==> config.mk <==
export PLATFORM = sky130hd
export DESIGN_NAME = proc_io_ctrl
export DESIGN_NICKNAME = d
export VERILOG_FILES = /design/src/rtl/proc_io_ctrl.sv
export SDC_FILE = /design/constraint.sdc
export NUM_CORES = 1
export LEC_CHECK = 0
export ABC_AREA = 1
export BUFFER_PORTS_ARGS = -buffer_cell sky130_fd_sc_hd__buf_4
export CAP_MARGIN = 20
export CORE_ASPECT_RATIO = 0.6
export CORE_MARGIN = 3
export CORE_UTILIZATION = 30
export CTS_CLUSTER_SIZE = 8
export DETAILED_ROUTE_END_ITERATION = 12
export HOLD_SLACK_MARGIN = 0.1
export PLACE_DENSITY = 0.57
export SLEW_MARGIN = 10
export SYNTH_ARGS = -nofsm -noshare
export SYNTH_HDL_FRONTEND = slang
export SYNTH_HIERARCHICAL = 1
export SYNTH_SLANG_ARGS = --single-unit
==> constraint.sdc <==
create_clock -name clk -period 4.3 [get_ports clk]
set_input_delay 0.645 -clock clk [delete_from_list [all_inputs] [get_ports clk]]
set_output_delay 0.645 -clock clk [all_outputs]
set_load 0.01 [all_outputs]
==> src/rtl/proc_io_ctrl.sv <==
// Processor I/O bridge: one-entry input holding registers per channel, ODEPTH-deep output FIFOs.
// Reads/writes complete at the next edge; proc_stall holds the core while a read channel is empty or a write FIFO is full.

module proc_io_fifo #(
  parameter int DW    = 32,
  parameter int DEPTH = 4
) (
  input  logic          clk,
  input  logic          rst,
  input  logic          i_push_vld,
  input  logic [DW-1:0] i_push_dat,
  input  logic          i_pop,
  output logic [DW-1:0] o_head_dat,
  output logic          o_full,
  output logic          o_empty
);
  localparam int AW = $clog2(DEPTH);

  logic [DW-1:0] r_mem [DEPTH];
  logic [AW:0]   r_wptr;
  logic [AW:0]   r_rptr;
  logic          w_do_push;
  logic          w_do_pop;

  // The extra pointer bit distinguishes full from empty when the indices match.
  assign o_empty    = (r_wptr == r_rptr);
  assign o_full     = (r_wptr[AW] != r_rptr[AW]) && (r_wptr[AW-1:0] == r_rptr[AW-1:0]);
  assign o_head_dat = r_mem[r_rptr[AW-1:0]];
  assign w_do_push  = i_push_vld && !o_full;
  assign w_do_pop   = i_pop && !o_empty;

  always_ff @(posedge clk or posedge rst) begin
    if (rst) begin
      r_wptr <= '0;
      r_rptr <= '0;
      for (int i = 0; i < DEPTH; i++) r_mem[i] <= '0;
    end else begin
      if (w_do_push) begin
        r_mem[r_wptr[AW-1:0]] <= i_push_dat;
        r_wptr                <= r_wptr + (AW+1)'(1);
      end
      if (w_do_pop) r_rptr <= r_rptr + (AW+1)'(1);
    end
  end
endmodule

module proc_io_ctrl #(
  parameter int NCH    = 3,
  parameter int DW     = 32,
  parameter int ODEPTH = 4
) (
  input  logic              clk,
  input  logic              rst,
  input  logic [NCH*DW-1:0] in_data,
  input  logic [NCH-1:0]    in_valid,
  output logic [NCH-1:0]    in_ready,
  input  logic [NCH-1:0]    proc_req,
  output logic [DW-1:0]     proc_in,
  input  logic [DW-1:0]     proc_out,
  input  logic [NCH-1:0]    proc_oen,
  output logic              proc_stall,
  output logic [NCH*DW-1:0] out_data,
  output logic [NCH-1:0]    out_valid,
  input  logic [NCH-1:0]    out_ready,
  output logic              err_sel
);
  logic [DW-1:0]  r_ibuf [NCH];
  logic [NCH-1:0] r_ifull;
  logic           r_err;

  logic [3:0]     w_req_cnt;
  logic [3:0]     w_oen_cnt;
  logic [NCH-1:0] w_req_sel;
  logic [NCH-1:0] w_oen_sel;
  logic [NCH-1:0] w_full;
  logic [NCH-1:0] w_empty;
  logic [NCH-1:0] w_consume;
  logic [NCH-1:0] w_push;
  logic           w_rd_block;
  logic           w_wr_block;

  always_comb begin
    w_req_cnt = '0;
    w_oen_cnt = '0;
    for (int i = 0; i < NCH; i++) begin
      w_req_cnt = w_req_cnt + 4'(proc_req[i]);
      w_oen_cnt = w_oen_cnt + 4'(proc_oen[i]);
    end
  end

  // Zero or multi-hot strobes select nothing, so they neither stall nor transfer.
  assign w_req_sel  = (w_req_cnt == 4'd1) ? proc_req : '0;
  assign w_oen_sel  = (w_oen_cnt == 4'd1) ? proc_oen : '0;
  assign w_rd_block = |(w_req_sel & ~r_ifull);
  assign w_wr_block = |(w_oen_sel & w_full);
  assign proc_stall = w_rd_block || w_wr_block;
  assign w_consume  = proc_stall ? '0 : (w_req_sel & r_ifull);
  assign w_push     = proc_stall ? '0 : w_oen_sel;

  always_comb begin
    proc_in = '0;
    for (int i = 0; i < NCH; i++) begin
      if (w_req_sel[i] && r_ifull[i]) proc_in = r_ibuf[i];
    end
  end

  assign in_ready  = ~r_ifull;
  assign out_valid = ~w_empty;
  assign err_sel   = r_err;

  always_ff @(posedge clk or posedge rst) begin
    if (rst) begin
      r_ifull <= '0;
      r_err   <= 1'b0;
      for (int i = 0; i < NCH; i++) r_ibuf[i] <= '0;
    end else begin
      for (int i = 0; i < NCH; i++) begin
        if (in_valid[i] && !r_ifull[i]) begin
          r_ibuf[i]  <= in_data[i*DW +: DW];
          r_ifull[i] <= 1'b1;
        end else if (w_consume[i]) begin
          r_ifull[i] <= 1'b0;
        end
      end
      if ((w_req_cnt > 4'd1) || (w_oen_cnt > 4'd1)) r_err <= 1'b1;
    end
  end

  for (genvar g = 0; g < NCH; g++) begin : g_ofifo
    proc_io_fifo #(.DW(DW), .DEPTH(ODEPTH)) u_fifo (
      .clk        (clk),
      .rst        (rst),
      .i_push_vld (w_push[g]),
      .i_push_dat (proc_out),
      .i_pop      (out_ready[g]),
      .o_head_dat (out_data[g*DW +: DW]),
      .o_full     (w_full[g]),
      .o_empty    (w_empty[g])
    );
  end
endmodule

-- After elaboration in Yosys (flattened, before gate mapping)
Index checks and enable logic that the tools add are counted.
- register bits: 502
- bits in latches: 0
- bits in writable memories: 0
- bits in read-only memories: 0
- input port bits: 142
- output and inout bits: 136
- logic and storage cells: 133
- memories: 0
- add/sub/neg operators: 10
- multiply operators: 0
- divide/modulo/power cells: 0
- magnitude comparators: 11
- equality and inequality tests: 11
- shifts and indexed selects: 0
- mux-type cells: 31
- bitwise operators: 11
- reductions and logical operators: 34
- operators with widths (cell ; number):
    bitwise mux 128 bit ; 3
    2-to-1 mux 32 bit ; 12
    binary-select mux 32 bit (select 2 bit) ; 3
    demux 32 bit (select 2 bit) ; 3
    adder 3 x 1 -> 3 bit (second input constant) ; 6
    greater-or-equal comparator 3 bit (second input constant) ; 6
    logical AND 1 bit ; 18
    NOT 2 -> 3 bit ; 6
    2-to-1 mux 3 bit ; 4
    bitwise AND 3 bit ; 3
    == test 3 bit ; 3
    zero test 1 bit ; 9
    less-than comparator 3 x 1 -> 1 bit (second input constant) ; 3
    adder 2 x 1 -> 3 bit ; 2
    == test 2 bit ; 3
    == test 3 x 1 -> 1 bit (second input constant) ; 2
    > comparator 3 x 1 -> 1 bit (second input constant) ; 2
    2-to-1 mux 1 bit ; 6
    NOT 3 bit ; 2
    nonzero test 2 bit ; 3
    OR reduction 3 bit ; 2
    adder 1 x 1 -> 2 bit ; 2
    != test 1 bit ; 3
    logical OR 1 bit ; 2

-- Longest topological paths before layout
Gate-level depths: netlist of the first run.
- depth in word-level cells: 10
- depth in mapped cells: 18
- gate-level depth less buffers: 13

-- Hierarchy
Netlist of the first run, hierarchy kept.
- by module, submodules not included (module ; instances ; cells an instance ; area each (sq um)):
    proc_io_fifo at g_ofifo[0].u_fifo ... ; 2 ; 804 ; 6533.8
    proc_io_fifo at g_ofifo[2].u_fifo ; 1 ; 804 ; 6536.3
    proc_io_ctrl ; 1 ; 408 ; 4936.0

-- Worst setup path before layout of the first run
OpenSTA, ideal clock, no wires.
- path type: input -> register
- start point: in proc_req[0]
- end point: reg g_ofifo[2].u_fifo.r_wptr[2]
- library setup time: 66 ps
- data arrival time: 2767 ps
- data required time: 4234 ps
- path slack: 1467 ps
- stages on the path: 13
- path buffers: 3
- cells stage by stage: inv_1 > fa_1 > inv_2 > nand3_1 > nor2_1 > nor2_1 > nand2_1 > nor2_1 > buf_2 > buf_2 > clkbuf_1 > nand4_1 > nand2_1
- word-level cells in the longest chain between the ends: 9
- ends and longest elaborated chain (element ; RTL line ; RTL):
    start, declared ; 57 ; input logic [NCH-1:0] proc_req,
    adder 1 x 1 -> 2 bit ; 86 ; w_req_cnt = w_req_cnt + 4'(proc_req[i]);
    adder 2 x 1 -> 3 bit ; 86 ;
    == test 3 x 1 -> 1 bit ; 92 ; assign w_req_sel = (w_req_cnt == 4'd1) ? proc_req : '0;
    2-to-1 mux 3 bit (*) ; 92 ;
    bitwise AND 3 bit (*) ; 94 ; assign w_rd_block = |(w_req_sel & ~r_ifull);
    OR reduction 3 bit (*) ; 94 ;
    logical OR 1 bit (*) ; 96 ; assign proc_stall = w_rd_block || w_wr_block;
    via proc_stall ; 61 ; output logic proc_stall,
    2-to-1 mux 3 bit (*) ; 98 ; assign w_push = proc_stall ? '0 : w_oen_sel;
    via w_push[2] ; 78 ; logic [NCH-1:0] w_push;
    logical AND 1 bit (*) ; 29 ; assign w_do_push = i_push_vld && !o_full;
    end signal, assigned ; 40 ; r_wptr <= r_wptr + (AW+1)'(1);
    end, declared ; 20 ; logic [AW:0] r_wptr;
The timed path passes the listed nets; every way through them passes the cells marked *.
A chain may end at the register's enable or synchronous reset.

-- Final worst setup path of the first run
- start point: in proc_req[0]
- end point: out proc_in[19]
- word-level cells in the longest chain between the ends: 8
- elaborated cells on any way between the ends: 10
- those cells by class: add/sub: 2; eq/ne: 1; mux: 4; reduce/logical: 3
- ends and longest elaborated chain (element ; RTL line ; RTL):
    adder 1 x 1 -> 2 bit ; 86 ;
    adder 2 x 1 -> 3 bit ; 86 ;
    == test 3 x 1 -> 1 bit ; 92 ;
    2-to-1 mux 3 bit (*) ; 92 ;
    logical AND 1 bit ; 103 ; if (w_req_sel[i] && r_ifull[i]) proc_in = r_ibuf[i];
    2-to-1 mux 32 bit (2 in series) ; 103 ;
    2-to-1 mux 32 bit (*) ; 103 ;
    end, declared ; 58 ; output logic [DW-1:0] proc_in,
Mark *: on every way between the ends. The rest lies on a longest branch, timed or not.

==> out/results.ini, run 1 <==
[pwr]
leakagePower_uw = 0.0143
switching_share = 0.418
pwr-share-comb = 0.424
p_int_uw = 13300
irDropWorstVdd_v = 0.000324
pwr-share-clk = 0.230
switching_power_uw = 9550
pwr-share-seq = 0.346
p_per_area_nw_per_um2 = 780

[cts]
clk_pin_slew_ns = 0.05
cts_buffers = 73
ctsResizeCount = 0
htree_num_levels = 3
cts_sinks = 502
cts_root_buffer = clkbuf_16
cts_tree = done
insertion_delay_ns = 0.64
clk_path_buf_depth = 3
cts_hold_buf = 0
post_cts_buffers = 0

[worst_setup_path]
r2r_slack_ns = 0.81
r2r_end = g_ofifo[0].u_fifo/r_mem[59]
r2r_cells = 15
endpoint_kind = primary output
critPathLaunchType = input pin
arrival_ns = 2.88
path_max_fanout = 33
cp.required_ns = 3.65
r2r-start = g_ofifo[1].u_fifo/r_rptr[1]
path_class = input pin to primary output

[sta]
tightest_slew_ns = 0.938
setup_slack_ns = 0.774
final-hold-violation-count = 0
period_needed_ns = 3.53
rsz0062_at_grt = false
max_freq_ghz = 0.284
fin_crit_sh = 0.820
relSlewSlack = 0.375
finalMaxSlewViolations = 0
setup_violations = 0
fin_skew_ns = 0.0315
tns_ns = 0

[logic_synthesis]
syn-num-nets = 2979
yosys_most_used_dff = dfrtp_1
synth_area_um2 = 24500
async_flop_share = 1.00
synth-simple-area-share = 0.284
synth_area_leader_cell = dfrtp_1
post_synth_mux_area_share = 0.0441
syn_avg_cell_area_um2 = 8.70
synth_top_family_by_area = simple AND/OR/NAND/NOR gates
synth.area.top_cells = dfrtp_1 51%, nand2_1 13%, nand4_1 10%
synth_compound_area_frac = 0.0856
yosysWarningCount = 6
ys_ff_latch = 502
synth_cells = 2820
synth_edf_count = 0
synth_fa_ha_area_frac = 0.00928
synth-xor-area-share = 0.00214
ys_types = 33
yosysSeqAreaShare = 0.512
synth_top_area_share = 0.512

[grt]
grt_pass1_vias = 20700
grt_overflow = 0
grt_use_total = 0.202
antenna_found_initial = 0
grt_max_degree = 136
grt_first_pass_wirelength_um = 133000

[place]
place_ws_ns = 0.661
gp_congestion = 0.819
dp_hpwl_um = 53200
portBuffers = 277

[route]
ant_nets = 0
drt_iter0_drc = 2119
totalWireLength_um = 87900
dr.pass1.iters = 6
drcViolationCount = 0
vias = 21500
viasPerCell = 5.30
post_drt_wl_per_cell_um = 21.7

[outcome]
status = completed

[min_path]
hold_path_class = input pin to asynchronous set/reset pin

[floorplanning]
row_count = 80
start_util = 0.306
die_area_um2 = 85400
die_w_um = 375
fp.coreArea_um2 = 80300
ios = 278
die_y_um = 228

[cells_and_area]
fill_cells = 8242
mostFrequentLayoutCells = 839 x nand2_1, 499 x dfrtp_1, 391 x nand4_1
layout.nets = 3138
antenna_cells = 0
syn2layout_area_growth_pct = 19.2
fin_util = 0.364
final_common_cell = nand2_1
final-seq-area_um2 = 12600
multi_input_area_um2 = 10500
layout-drive-gt1-share = 0.204

[run]
cap_violations = 0

-- cell families (layout without fill, tap and decap cells) --
family | count (synthesis) | after routing
simple gates | 1541 | 1541
mux | 96 | 96
compound gates | 352 | 352
buf+inv | 306 | 475
fa+ha+maj | 17 | 17
flops | 502 | 502
xor+xnor | 6 | 6
-- area by class of cell --
class	count	share of cell area
flip-flops and latches	502	0.430
repair buffers	342	0.0912
well taps	1066	0.0456
inverters	48	0.00680
multi-input cells	2012	0.358
clock inverters	7	0.00479
clock buffers	78	0.0638
-- registers in the layout, indices dropped and copies added (netlist names) --
name / count
g_ofifo.u_fifo/r_wptr: 9
err_sel: 1
g_ofifo.u_fifo/r_mem: 384
g_ofifo.u_fifo/r_rptr: 9
r_ibuf: 96
r_ifull: 3
-- routing by layer --
metal	GRT usage	wire length [um]
met2	0.290	37200
met1	0.295	41200
met5	0	0
met3	0.0584	7260
met4	0.0575	2190
-- cell usage after synthesis, types with 5 or more instances --
| master | instances |
|---|---|
| nand2_1 | 839 |
| dfrtp_1 | 502 |
| nand4_1 | 391 |
| nor2_1 | 232 |
| o21ai_0 | 192 |
| clkbuf_1 | 124 |
| o22ai_1 | 96 |
| mux2_2 | 88 |
| buf_2 | 69 |
| a21oi_2 | 58 |
| nand3_1 | 57 |
| inv_1 | 41 |
| buf_6 | 32 |
| buf_1 | 24 |
| ha_1 | 15 |
| nand3_2 | 12 |
| mux2_1 | 8 |
| a21oi_1 | 6 |
| inv_2 | 5 |
-- worst max-delay path by stage --
| stage | startpoint | slack (ns) | cells after the start | endpoint |
|---|---|---|---|---|
| finish | proc_req[0] | 0.77 | 9 | proc_in[19] |
| global placement | proc_req[0] | 0.72 | 13 | g_ofifo[1].u_fifo/r_wptr[0] |
| global route | g_ofifo[1].u_fifo/r_rptr[1] | 0.61 | 15 | g_ofifo[0].u_fifo/r_mem[62] |
| CTS | g_ofifo[1].u_fifo/r_rptr[1] | 0.80 | 10 | proc_stall |
| floorplan | rst | 0.07 | 1 | g_ofifo[0].u_fifo/r_mem[0] |
| detailed placement | proc_req[0] | 0.66 | 14 | g_ofifo[0].u_fifo/r_mem[59] |
-- power by group through the flow --
stage,Combinational (uW),Clock (uW),Sequential [uW]
after global placement,9630,0,7910
final,9680,5250,7890
after floorplan,6050,0,7610
after global routing,10700,5610,8130
after CTS,9730,5400,7870
after detailed placement,9710,0,7900
-- critical path: stages --
cell	delay, ns
buf_4	0.09
inv_1	0.05
fa_1	0.62
nor2_4	0.09
nand3_4	0.07
clkinv_2	0.59
a21oi_2	0.44
a21oi_2	0.10
buf_4	0.16
-- stage by stage --
step / cells / hold WS, ns / power (uW) / instance area (um2)
after global placement: 3969 / 0.448 / 17500 / 27200
after floorplan: 2820 / 0.437 / 13700 / 24500
after detailed placement: 3969 / 0.453 / 17600 / 27200
after CTS: 4054 / 0.140 / 23000 / 29200
final: 4055 / 0.171 / 22800 / 29200
after global routing: 4055 / 0.186 / 24400 / 29200
No activity file was read; power rests on OpenSTA's default activity.
==> run 2: changes to the inputs <==
--- a/config.mk
+++ b/config.mk
@@ -14,7 +14,7 @@
 export CTS_CLUSTER_SIZE = 8
 export DETAILED_ROUTE_END_ITERATION = 12
 export HOLD_SLACK_MARGIN = 0.1
-export PLACE_DENSITY = 0.57
+export PLACE_DENSITY = 0.56
 export SLEW_MARGIN = 10
 export SYNTH_ARGS = -nofsm -noshare
 export SYNTH_HDL_FRONTEND = slang
==> constraint.sdc (replaced) <==
create_clock -name clk -period 3.6 [get_ports clk]
set_input_delay 0.54 -clock clk [delete_from_list [all_inputs] [get_ports clk]]
set_output_delay 0.54 -clock clk [all_outputs]
set_load 0.01 [all_outputs]
==> run 2 against run 1 <==
  * Total power increased by 21%
  * Routed wire length increased by 1.5%
  * Clock power increased by 22%
  * Setup slack got worse by 0.55 ns
  * Combinational power increased by 22%
  * Core utilization increased by 1.5 points
  * Clock skew increased by 0.0064 ns
  * Die area unchanged
  * Critical path type is now flip-flop to primary output
  * Highest routed layer unchanged
==> out/results.ini, run 2 (synthesized netlist as in run 1, its figures left out) <==
[worst_setup_path]
cpPeakStageDelay_ns = 0.59
endpoint_kind = primary output
crit_top_cell = buf_4
cpLargestDelayFamily = buffers and inverters
path_max_fanout = 67
path_class = flip-flop to primary output
critPathLaunchType = flip-flop
cp.required_ns = 3.06
path_cells = buf_4 -> inv_2 -> buf_12 -> o21ai_0 -> o22ai_1 -> buf_4
slowest_stage = buf_4
arrival_ns = 2.83
path_buf_inv = 4

[outcome]
status = completed

[run]
cap_violations = 0

[floorplanning]
ios = 278
die_area_um2 = 85400
fp.coreArea_um2 = 80300
row_count = 80
die_w_um = 375
start_util = 0.306
die_y_um = 228

[cts]
insertion_delay_ns = 0.65
cts_buffers = 73
post_cts_buffers = 0
htree_num_levels = 3
clk_path_buf_depth = 3
cts_root_buffer = clkbuf_16
clk_pin_slew_ns = 0.06
cts_tree = done
cts_hold_buf = 89
cts_sinks = 502
ctsResizeCount = 0

[sta]
setup_slack_ns = 0.228
relSlewSlack = 0.304
fin_skew_ns = 0.0379
finalMaxSlewViolations = 0
final-hold-violation-count = 0
tightest_slew_ns = 1.04
max_freq_ghz = 0.297
rsz0062_at_grt = false
fin_crit_sh = 0.937
tns_ns = 0
setup_violations = 0
period_needed_ns = 3.37

[place]
gp_congestion = 0.785
portBuffers = 277
dp_hpwl_um = 53900
place_ws_ns = 0.336

[cells_and_area]
syn2layout_area_growth_pct = 24.1
layout.nets = 3249
top_regs = g_ofifo.u_fifo/r_mem x384, r_ibuf x96
layout-drive-gt1-share = 0.204
largest-register = g_ofifo.u_fifo/r_mem
largest_reg_flops = 384
final_common_cell = nand2_1
mostFrequentLayoutCells = 839 x nand2_1, 499 x dfrtp_1, 391 x nand4_1

[route]
viasPerCell = 5.28
post_drt_wl_per_cell_um = 21.4
wl_met3_um = 7400
drt_iter0_drc = 1980
totalWireLength_um = 89200
dr.max_layer_used = met4
dr_wl_met2_um = 37500
ant_nets = 0
vias = 22000
drcViolationCount = 0
met1_length_um = 41500
dr.pass1.iters = 7

[grt]
antenna_found_initial = 5
grt_max_degree = 95
grt_first_pass_wirelength_um = 136000
grt_overflow = 0
grt_pass1_vias = 21300
grt_use_total = 0.205

[min_path]
hold_path_class = input pin to flip-flop

[pwr]
pwr-share-clk = 0.232
pwr-share-seq = 0.342
p_int_uw = 16100
switching_share = 0.419
irDropWorstVdd_v = 0.000505
switching_power_uw = 11600
pwr-share-comb = 0.426
p_per_area_nw_per_um2 = 908
leakagePower_uw = 0.0148

==> run 2: cell count changes in the layout (fill, tap and decap cells not counted), moves of 3 or more <==
cell,change
dlygate4sd3_1,+89
buf_12,+11
inv_16,+3
diode_2,+4
buf_4,+11
clkinvlp_4,+3
==> run 2: worst reg2reg max path: stages, from the launching register on <==
cell	delay, ns
dfrtp_1	0.57
inv_2	0.06
nand2_1	0.06
nand2_1	0.10
nand3_4	0.28
inv_1	0.11
nand4_1	0.14
nand2_1	0.07
nor2_1	0.19
nand2_1	0.34
nor2_4	0.46
nand3_1	0.17
buf_4	0.29
nand2_1	0.11
nand2_1	0.06
==> run 2: worst paths after layout <==
| check | startpoint | endpoint | slack, ns | cells after the start |
|---|---|---|---|---|
| max | g_ofifo[1].u_fifo/r_rptr[0] | out_data[44] | 0.23 | 6 |
| min | in_data[67] | r_ibuf[3] | 0.16 | 2 |
| max reg2reg | g_ofifo[2].u_fifo/r_rptr[1] | g_ofifo[1].u_fifo/r_mem[20] | 0.49 | 14 |
| min reg2reg | g_ofifo[2].u_fifo/r_mem[94] | g_ofifo[2].u_fifo/r_mem[94] | 0.46 | 2 |
| max in group asynchronous | rst | g_ofifo[1].u_fifo/r_mem[45] | 2.02 | 4 |
| min in group asynchronous | rst | g_ofifo[0].u_fifo/r_mem[102] | 0.44 | 3 |
==> run 2: area by class of cell <==
type	instances	area, um2
fillers	8133	49800
flip-flops and latches	502	12600
multi-input cells	2012	10500
repair buffers	453	3860
clock buffers	77	1860
well taps	1066	1330
inverters	48	198
clock inverters	9	155
diodes	4	10.0
==> run 2: power groups by stage <==
| stage | combinational [uW] | clock, uW | sequential [uW] |
|---|---|---|---|
| after floorplan | 7230 | 0 | 9090 |
| after global placement | 11600 | 0 | 9460 |
| after detailed placement | 11700 | 0 | 9440 |
| after CTS | 11800 | 6590 | 9410 |
| after global routing | 12900 | 6820 | 9740 |
| final | 11800 | 6420 | 9460 |
==> run 2: per-layer routing <==
layer / vias to the layer above / GRT usage
li1: 10200 / -
met1: 10900 / 0.297
met2: 758 / 0.292
met3: 136 / 0.0580
met4: 0 / 0.0748
met5: - / 0
==> run 2: through the flow <==
stage	power, uW	cell area [um2]	hold WS, ns	util	std cells
2_1_floorplan	16300	24600	0.437	-	2820
3_3_place_gp	21100	27500	0.447	0.343	3992
3_5_place_dp	21200	27500	0.453	0.343	3992
4_1_cts	27800	30400	0.102	0.379	4167
5_1_grt	29500	30500	0.129	0.379	4170
6_report	27700	30500	0.162	0.379	4171
==> run 3: changes to the inputs <==
--- a/config.mk
+++ b/config.mk
@@ -11,6 +11,7 @@
 export CORE_ASPECT_RATIO = 0.6
 export CORE_MARGIN = 3
 export CORE_UTILIZATION = 30
+export CTS_BUF_LIST = sky130_fd_sc_hd__clkbuf_4 sky130_fd_sc_hd__clkbuf_8
 export CTS_CLUSTER_SIZE = 8
 export DETAILED_ROUTE_END_ITERATION = 12
 export HOLD_SLACK_MARGIN = 0.1
@@ -18,5 +19,4 @@
 export SLEW_MARGIN = 10
 export SYNTH_ARGS = -nofsm -noshare
 export SYNTH_HDL_FRONTEND = slang
-export SYNTH_HIERARCHICAL = 1
 export SYNTH_SLANG_ARGS = --single-unit
==> run 3 against run 2 <==
  * Non-clock buffer count grew 45
  * Setup slack got worse by 0.096 ns
  * Synthesized area decreased by 1.5%
  * Total power is 4.3% lower
  * Via count fell by 1.4%
  * Maximum frequency shrank 2.8%
  * Register-to-register slack improved by 0.32 ns
  * Cell area down 1.2%
  * Combinational power hardly changed
==> out/results.ini, run 3 <==
[outcome]
status = completed

[min_path]
hold_path_class = input pin to flip-flop
worstHoldPathCells = 3
hp-start = proc_out[31]
holdPathEnd = g_ofifo[2].u_fifo.r_mem[63]

[pwr]
p_int_uw = 15400
pwr-share-seq = 0.358
switching_share = 0.419
pwr-share-clk = 0.202
leakagePower_uw = 0.0147
irDropWorstVdd_v = 0.000427
p_per_area_nw_per_um2 = 879
power_uw = 26500
switching_power_uw = 11100
pwr-share-comb = 0.440

[worst_setup_path]
r2r-start = g_ofifo[1].u_fifo.r_rptr[1]
r2r_cells = 12
r2r_end = g_ofifo[1].u_fifo.r_mem[114]
cp.required_ns = 3.06
endpoint_kind = primary output
path_max_fanout = 24
r2r_slack_ns = 0.81
critPathLaunchType = flip-flop
arrival_ns = 2.93
path_class = flip-flop to primary output

[logic_synthesis]
yosys_most_used_dff = dfrtp_1
synth_cells = 2816
synth_area_um2 = 24200
syn-num-nets = 2975
synth_area_leader_cell = dfrtp_1
synth_top_area_share = 0.520
ys_types = 24
synth_edf_count = 0
synthMostInstantiatedCell = nand2_1
synth_commonest_cells = 825 x nand2_1, 502 x dfrtp_1, 393 x nand4_1
synth.area.top_cells = dfrtp_1 52%, nand2_1 13%, nand4_1 10%
syn_avg_cell_area_um2 = 8.58
yosysWarningCount = 0
yosysSeqAreaShare = 0.520
ys_ff_latch = 502
async_flop_share = 1.00

[sta]
setup_slack_ns = 0.132
period_needed_ns = 3.47
relSlewSlack = 0.432
finalMaxSlewViolations = 0
final-hold-violation-count = 0
rsz0062_at_grt = false
setup_violations = 0
tightest_slew_ns = 0.851
fin_skew_ns = 0.0367
fin_crit_sh = 0.963
max_freq_ghz = 0.288

[route]
post_drt_wl_per_cell_um = 19.9
vias = 21700
ant_nets = 0
viasPerCell = 5.15
totalWireLength_um = 83800
dr.pass1.iters = 5
drcViolationCount = 0
drt_iter0_drc = 1854

[floorplanning]
start_util = 0.307
ios = 278
die_w_um = 372
row_count = 79
die_area_um2 = 84100
die_y_um = 226
fp.coreArea_um2 = 78700

[cts]
cts_root_buffer = clkbuf_8
clk_pin_slew_ns = 0.07
cts_hold_buf = 129
cts_buffers = 82
clk_path_buf_depth = 3
cts_tree = done
htree_num_levels = 3
insertion_delay_ns = 0.74
ctsResizeCount = 0
post_cts_buffers = 0
cts_sinks = 502

[place]
dp_hpwl_um = 50700
placed_cell_area_um2 = 27100
portBuffers = 277
place_ws_ns = 0.377
gp_congestion = 0.794

[run]
cap_violations = 0

[cells_and_area]
final_common_cell = nand2_1
top_regs = g_ofifo.u_fifo.r_mem x384, r_ibuf x96
syn2layout_area_growth_pct = 24.6
final_area_um2 = 30100
mostFrequentLayoutCells = 825 x nand2_1, 499 x dfrtp_1, 393 x nand4_1
multi_input_area_um2 = 10100
final-seq-area_um2 = 12600
fill_cells = 8005
largest-register = g_ofifo.u_fifo.r_mem
layout-drive-gt1-share = 0.198
layout.nets = 3267
largest_reg_flops = 384

[grt]
antenna_found_initial = 1
grt_first_pass_wirelength_um = 129000
grt_overflow = 0
grt_max_degree = 137
grt_use_total = 0.195
grt_pass1_vias = 21000

==> run 3: cell families after synthesis <==
family | after synthesis | share of synthesized area
buf+inv | 326 | 0.0639
fa+ha+maj | 17 | 0.00942
xor+xnor | 9 | 0.00326
simple gates | 1509 | 0.280
flops | 502 | 0.520
mux | 96 | 0.0447
compound gates | 357 | 0.0789
==> run 3: power by group through the flow <==
stage	combinational (uW)	clock [uW]	sequential, uW
floorplan	6960	0	9160
global placement	11400	0	9510
detailed placement	11500	0	9500
CTS	11700	5490	9450
global route	12800	5740	9800
finish	11600	5340	9480
==> run 3: cell type report <==
type,count,area share
Sequential cell,502,0.417
Multi-Input combinational cell,1988,0.335
Timing Repair Buffer,498,0.143
Clock buffer,128,0.0521
Tap cell,1053,0.0438
Inverter,36,0.00461
Clock inverter,11,0.00403
Antenna cell,1,0.0000831
==> run 3: stage by stage <==
step / cells / setup TNS, ns / util / hold WS (ns)
after floorplan: 2816 / -1883.73 / - / 0.437
after global placement: 3948 / 0 / 0.345 / 0.449
after detailed placement: 3948 / 0 / 0.345 / 0.453
after CTS: 4216 / 0 / 0.383 / 0.103
after global routing: 4217 / 0 / 0.383 / 0.129
final: 4217 / 0 / 0.383 / 0.180
==> run 3: layer usage <==
metal / part of all wire / vias up / track usage
li1: - / 10300 / -
met1: 0.47 / 10600 / 0.291
met2: 0.44 / 713 / 0.281
met3: 0.071 / 130 / 0.0452
met4: 0.026 / 0 / 0.0543
met5: 0 / - / 0
==> run 3: critical path, stage by stage (launching register included) <==
cell	delay [ns]
dfrtp_1	0.67
buf_4	0.42
o21ai_0	0.15
o22ai_1	0.68
buf_4	0.25
==> run 3: worst max-delay path by stage <==
stage,start,to,slack (ns)
after floorplan,rst,err_sel,-3.75
after global placement,proc_oen[0],g_ofifo[1].u_fifo.r_mem[117],0.44
after detailed placement,proc_oen[0],g_ofifo[1].u_fifo.r_mem[113],0.38
after CTS,g_ofifo[1].u_fifo.r_rptr[1],proc_stall,0.17
after global routing,g_ofifo[1].u_fifo.r_rptr[1],proc_stall,0.02
final,g_ofifo[1].u_fifo.r_rptr[1],out_data[60],0.13
